===== src/rtl/full_bridge_pattern.sv =====
// Full-bridge gate pattern generator: IDLE/POS/NEG/FAULT with minimum dwell,
// latched fault shutdown and a wrapping commutation counter.
module full_bridge_pattern #(
    parameter int MIN_ON    = 50,
    parameter int CNT_WIDTH = 16
) (
    input  logic                 i_clock,
    input  logic                 i_reset,
    input  logic                 i_enable,
    input  logic                 i_sigma,
    input  logic                 i_fault,
    input  logic                 i_fault_clear,
    output logic [3:0]           o_gate,
    output logic [1:0]           o_state,
    output logic                 o_fault,
    output logic [CNT_WIDTH-1:0] o_switch_count
);

    localparam int DWELL = (MIN_ON > 1) ? MIN_ON - 1 : 0;
    localparam int DW    = (DWELL > 0) ? $clog2(DWELL + 1) : 1;
    localparam logic [DW-1:0] DWELL_LD = DW'(DWELL);

    typedef enum logic [1:0] {
        ST_IDLE  = 2'b00,
        ST_POS   = 2'b01,
        ST_NEG   = 2'b10,
        ST_FAULT = 2'b11
    } state_t;

    state_t               state_q, state_d;
    logic [DW-1:0]        dwell_q, dwell_d;
    logic [CNT_WIDTH-1:0] count_q, count_d;
    logic [3:0]           gate_q, gate_d;
    logic                 fault_q, fault_d;

    always_comb begin
        state_d = state_q;
        count_d = count_q;
        dwell_d = (dwell_q != '0) ? dwell_q - DW'(1) : dwell_q;
        if (i_fault) begin
            state_d = ST_FAULT;
        end else begin
            unique case (state_q)
                ST_FAULT: begin
                    if (i_fault_clear) state_d = ST_IDLE;
                end
                ST_IDLE: begin
                    if (i_enable) begin
                        state_d = i_sigma ? ST_POS : ST_NEG;
                        dwell_d = DWELL_LD;
                    end
                end
                ST_POS: begin
                    if (!i_enable) begin
                        state_d = ST_IDLE;
                    end else if (dwell_q == '0 && !i_sigma) begin
                        state_d = ST_NEG;
                        dwell_d = DWELL_LD;
                        count_d = count_q + CNT_WIDTH'(1);
                    end
                end
                ST_NEG: begin
                    if (!i_enable) begin
                        state_d = ST_IDLE;
                    end else if (dwell_q == '0 && i_sigma) begin
                        state_d = ST_POS;
                        dwell_d = DWELL_LD;
                        count_d = count_q + CNT_WIDTH'(1);
                    end
                end
                default: state_d = ST_IDLE;
            endcase
        end
    end

    // Gate and fault flags are registered from the next state so they
    // change on the same edge as o_state.
    always_comb begin
        gate_d  = 4'b0000;
        fault_d = (state_d == ST_FAULT);
        case (state_d)
            ST_POS:  gate_d = 4'b1001;
            ST_NEG:  gate_d = 4'b0110;
            default: gate_d = 4'b0000;
        endcase
    end

    always_ff @(posedge i_clock) begin
        if (i_reset) begin
            state_q <= ST_IDLE;
            dwell_q <= '0;
            count_q <= '0;
            gate_q  <= 4'b0000;
            fault_q <= 1'b0;
        end else begin
            state_q <= state_d;
            dwell_q <= dwell_d;
            count_q <= count_d;
            gate_q  <= gate_d;
            fault_q <= fault_d;
        end
    end

    assign o_gate         = gate_q;
    assign o_state        = state_q;
    assign o_fault        = fault_q;
    assign o_switch_count = count_q;

endmodule


===== config.mk =====
export PLATFORM = sky130hd
export DESIGN_NAME = full_bridge_pattern
export DESIGN_NICKNAME = d
export VERILOG_FILES = /design/src/rtl/full_bridge_pattern.sv
export SDC_FILE = /design/constraint.sdc
export NUM_CORES = 1
export LEC_CHECK = 0
export CAP_MARGIN = 25
export CORE_ASPECT_RATIO = 1.25
export CORE_MARGIN = 8
export CORE_UTILIZATION = 54
export DETAILED_ROUTE_END_ITERATION = 10
export PLACE_DENSITY_LB_ADDON = 0.25
export SLEW_MARGIN = 15
export SYNTH_ARGS = -nofsm -noshare
export SYNTH_HDL_FRONTEND = slang
export SYNTH_SLANG_ARGS = --single-unit

===== constraint.sdc =====
create_clock -name i_clock -period 2.5 [get_ports i_clock]
set_input_delay 0.25 -clock i_clock [delete_from_list [all_inputs] [get_ports i_clock]]
set_output_delay 0.25 -clock i_clock [all_outputs]
set_load 0.02 [all_outputs]

==> impl_results.html <==
<table>
<tr><th>Metric</th><th>Value</th></tr>
<tr><th colspan="2">Status</th></tr>
<tr><td>Status</td><td>finished, final reports clean</td></tr>
<tr><th colspan="2">STA</th></tr>
<tr><td>Part of the cycle the worst path needs</td><td>76.0%</td></tr>
<tr><td>Final critical-path required period</td><td>1900 ps</td></tr>
<tr><td>Final Slew Violations</td><td>0</td></tr>
<tr><td>Number of setup violations in the final report</td><td>0</td></tr>
<tr><td>RSZ-0062 raised after global routing</td><td>no</td></tr>
<tr><td>Max Fclk</td><td>526 MHz</td></tr>
<tr><td>Worst slew margin relative to its limit</td><td>62.6%</td></tr>
<tr><td>Final setup TNS</td><td>0 ps</td></tr>
<tr><td>Count of endpoints failing hold in the final timing report</td><td>0</td></tr>
<tr><td>Measured slew at the worst slew-check pin</td><td>557 ps</td></tr>
<tr><td>Worst clock skew</td><td>6.44 ps</td></tr>
<tr><th colspan="2">Route</th></tr>
<tr><td>WL/cell</td><td>15.4 um</td></tr>
<tr><td>Via total after detailed routing</td><td>1322</td></tr>
<tr><td>Number of nets with antenna violations after routing</td><td>0</td></tr>
<tr><td>DRC errors left</td><td>0</td></tr>
<tr><td>Vias per cell</td><td>5.98</td></tr>
<tr><td>Initial detailed-routing violation count</td><td>71</td></tr>
<tr><td>First-pass iteration count of the detailed router</td><td>4</td></tr>
<tr><td>Post-detailed-routing wire length</td><td>3410 um</td></tr>
<tr><th colspan="2">Global routing</th></tr>
<tr><td>Aggregate global routing overflow</td><td>0</td></tr>
<tr><td>Largest net degree at the start of global routing</td><td>21</td></tr>
<tr><td>Via count of the first global-routing pass</td><td>1364</td></tr>
<tr><td>Initial antenna violation count</td><td>0</td></tr>
<tr><td>GRT Overall Usage</td><td>16.0%</td></tr>
<tr><td>First-pass GRT wire length</td><td>5760 um</td></tr>
<tr><th colspan="2">Yosys</th></tr>
<tr><td>Post-synthesis cell type with the largest combined area</td><td>sky130_fd_sc_hd__dfxtp_1</td></tr>
<tr><td>Synthesized net count</td><td>168</td></tr>
<tr><td>Proportion of register bits with asynchronous set or reset after synthesis</td><td>0%</td></tr>
<tr><td>Largest cells by area after synthesis</td><td>sky130_fd_sc_hd__dfxtp_1 38%, sky130_fd_sc_hd__nand2_1 5.0%, sky130_fd_sc_hd__nor2_1 3.9%, sky130_fd_sc_hd__o311ai_1 3.7%, sky130_fd_sc_hd__o211ai_1 3.2%</td></tr>
<tr><td>Syn Area/Cell</td><td>8.98 um2</td></tr>
<tr><td>Count of state elements after synthesis</td><td>27</td></tr>
<tr><td>Synthesized instance count</td><td>159</td></tr>
<tr><td>Mapped Area</td><td>0.00143 mm2</td></tr>
<tr><td>Post-synthesis share of cell area spent on and, or, nand and nor gates</td><td>29.4%</td></tr>
<tr><td>Post-synth EDFFs</td><td>0</td></tr>
<tr><td>Adder-Cell Fraction of Synth Area</td><td>2.63%</td></tr>
<tr><td>Sequential-to-total area share from yosys stat</td><td>37.9%</td></tr>
<tr><td>Yosys cell types</td><td>41</td></tr>
<tr><td>Multiplexer share of the synthesized area</td><td>2.98%</td></tr>
<tr><td>Area fraction of the dominant cell type after synthesis</td><td>37.9%</td></tr>
<tr><td>Compound-Gate Fraction of Synth Area</td><td>19.4%</td></tr>
<tr><td>XOR/XNOR Fraction of Synth Area</td><td>3.07%</td></tr>
<tr><td>Syn. warnings</td><td>0</td></tr>
<tr><td>Main synth FF type</td><td>sky130_fd_sc_hd__dfxtp_1</td></tr>
<tr><td>Main combinational cell family by area after synthesis</td><td>simple AND/OR/NAND/NOR gates</td></tr>
<tr><th colspan="2">Worst hold path</th></tr>
<tr><td>Hold Path Depth</td><td>2</td></tr>
<tr><td>Kind of path behind the tightest hold check</td><td>register to register</td></tr>
<tr><th colspan="2">Clocking</th></tr>
<tr><td>TritonCTS Buffers</td><td>3</td></tr>
<tr><td>Number of clock sinks seen by CTS</td><td>27</td></tr>
<tr><td>Number of buffers inserted by hold repair at cts</td><td>0</td></tr>
<tr><td>Total setup buffers inserted after CTS</td><td>0</td></tr>
<tr><td>CTS tree</td><td>done</td></tr>
<tr><td>Maximum count of clock buffers along a single path</td><td>2</td></tr>
<tr><td>Clock transition time at the flip-flop clock pins of the worst setup and hold paths</td><td>130 ps</td></tr>
<tr><td>Cell at the root of the clock tree</td><td>sky130_fd_sc_hd__clkbuf_4</td></tr>
<tr><td>Quantity of gates resized following cts</td><td>0</td></tr>
<tr><td>Clock H-tree levels</td><td>1</td></tr>
<tr><td>Clock Latency Late Sink</td><td>310 ps</td></tr>
<tr><th colspan="2">Place</th></tr>
<tr><td>Input/output buffers</td><td>28</td></tr>
<tr><td>Detailed placer's ending HPWL</td><td>2580 um</td></tr>
<tr><td>Weighted congestion at the end of routability-driven global placement</td><td>0.842</td></tr>
<tr><th colspan="2">Worst setup path</th></tr>
<tr><td>Cell count of the worst reg-to-reg path</td><td>7</td></tr>
<tr><td>CP Data Required Time</td><td>2770 ps</td></tr>
<tr><td>Kind of launch point of the worst setup path</td><td>register</td></tr>
<tr><td>Critical setup path kind</td><td>register to register</td></tr>
<tr><td>Arrival time at the worst endpoint</td><td>2170 ps</td></tr>
<tr><td>Capturing element type of the critical path</td><td>register</td></tr>
<tr><td>Maximum fanout along the worst path</td><td>20</td></tr>
<tr><th colspan="2">Layout</th></tr>
<tr><td>Final Net Count</td><td>197</td></tr>
<tr><td>Fraction of layout instances using a drive strength above 1</td><td>9.09%</td></tr>
<tr><td>Number of fillers in the final layout</td><td>235</td></tr>
<tr><td>Area overhead of the layout relative to synthesis</td><td>22.6%</td></tr>
<tr><td>Count of inserted antenna diode cells</td><td>0</td></tr>
<tr><th colspan="2">Floorplan</th></tr>
<tr><td>Die area</td><td>0.00456 mm2</td></tr>
<tr><td>Number of rows in the core area</td><td>21</td></tr>
<tr><td>Core outline area</td><td>0.00260 mm2</td></tr>
<tr><td>Initial Util</td><td>54.9%</td></tr>
<tr><td>Floorplan die width</td><td>62.0 um</td></tr>
<tr><td>Y dimension of the die</td><td>73.5 um</td></tr>
<tr><td>Number of I/O pins</td><td>29</td></tr>
<tr><th colspan="2">Power</th></tr>
<tr><td>LEAKAGE</td><td>0.000662 uW</td></tr>
<tr><td>Final Total Pwr</td><td>1150 uW</td></tr>
<tr><td>Total power divided by cell area</td><td>659 mW/mm2</td></tr>
<tr><td>Largest vdd supply drop</td><td>0.000416 V</td></tr>
<tr><th colspan="2">Run</th></tr>
<tr><td>Number of violations of the max-capacitance limit</td><td>0</td></tr>
</table>
## cell type report
cell class	instances	area, um2	area share (%)
tap	34	42.5	2.43
clock buffer	4	26.3	1.50
sequential	27	541	30.9
inverter	5	18.8	1.07
timing repair buffer	31	303	17.3
multi-input combinational	120	820	46.8
## sequential cells by signal, indices dropped and copies added, names as in the netlist
signal,flops
dwell_q,6
o_switch_count,16
o_gate,2
o_state,2
o_fault,1
## per-layer routing
metal  share of wire, %  global-route usage, %
met5                  0                      0
met4                1.1                   6.35
met3                4.6                   2.80
met2                 53                   27.9
met1                 41                   18.2
## synthesized netlist by cell type (all sizes together) (2+ instances only)
library cell,number
nor2b,3
o2111a,2
nand2,19
nand3,4
nand4,3
or2,6
and4,2
o41ai,6
mux2,2
inv,5
clkbuf,3
buf,4
o31ai,2
o311ai,6
or4,5
nor4,4
and2b,2
dfxtp,27
nor3b,2
nor3,4
o211ai,6
mux2i,2
xnor2,3
ha,3
xor2,2
nor2,15
a21oi,6
## path summary, 6_finish.rpt
kind,start,to,slack [ps]
max,dwell_q[0],o_switch_count[3],600
min,o_switch_count[6],o_switch_count[6],530
max reg2reg,dwell_q[0],o_switch_count[3],600
min reg2reg,o_switch_count[6],o_switch_count[6],530
## metrics by stage
stage / instances / hold slack (ps) / instance area (um2) / worst slack [ps] / util, %
final: 221 / 525 / 1750 / 599 / 67.3
after global routing: 221 / 531 / 1750 / 427 / 67.3
after CTS: 221 / 525 / 1750 / 589 / 67.3
after detailed placement: 217 / 510 / 1720 / 347 / 66.3
after global placement: 217 / 489 / 1720 / 376 / 66.3
after floorplan: 159 / 389 / 1430 / 740 / -
## power by group
group | internal (uW) | switching, uW | leakage (uW)
registers | 481 | 63.7 | 0.000220
clock network | 62.4 | 117 | 0.0000150
logic | 193 | 236 | 0.000427
total | 736 | 417 | 0.000662
## layout by cell type, fill, tap and decap left out, types with 4 or more instances in the layout
cell / instances
sky130_fd_sc_hd__nand2_1: 19
sky130_fd_sc_hd__or2_2: 6
sky130_fd_sc_hd__o41ai_1: 5
sky130_fd_sc_hd__clkdlybuf4s50_1: 28
sky130_fd_sc_hd__nand3_1: 4
sky130_fd_sc_hd__o211ai_1: 6
sky130_fd_sc_hd__nor2_1: 15
sky130_fd_sc_hd__or4_1: 5
sky130_fd_sc_hd__a21oi_1: 6
sky130_fd_sc_hd__dfxtp_1: 27
sky130_fd_sc_hd__inv_1: 5
sky130_fd_sc_hd__nor4_1: 4
sky130_fd_sc_hd__nor3_1: 4
sky130_fd_sc_hd__o311ai_1: 6
## critical path, cell delays in order, from the launching register on
cell,delay [ps]
sky130_fd_sc_hd__dfxtp_1,360
sky130_fd_sc_hd__inv_1,90
sky130_fd_sc_hd__ha_1,210
sky130_fd_sc_hd__and2b_1,230
sky130_fd_sc_hd__o2111ai_4,150
sky130_fd_sc_hd__buf_4,240
sky130_fd_sc_hd__or4_1,490
sky130_fd_sc_hd__nand2_1,80
## kinds of logic (layout without fill, tap and decap cells)
| family | count (synthesis) | count (layout) |
|---|---|---|
| fa+ha+maj | 3 | 3 |
| buf+inv | 12 | 40 |
| simple gates | 75 | 75 |
| flops | 27 | 27 |
| xor+xnor | 5 | 5 |
| mux | 4 | 4 |
| compound gates | 33 | 33 |
No activity file was read; power rests on OpenSTA's default activity.
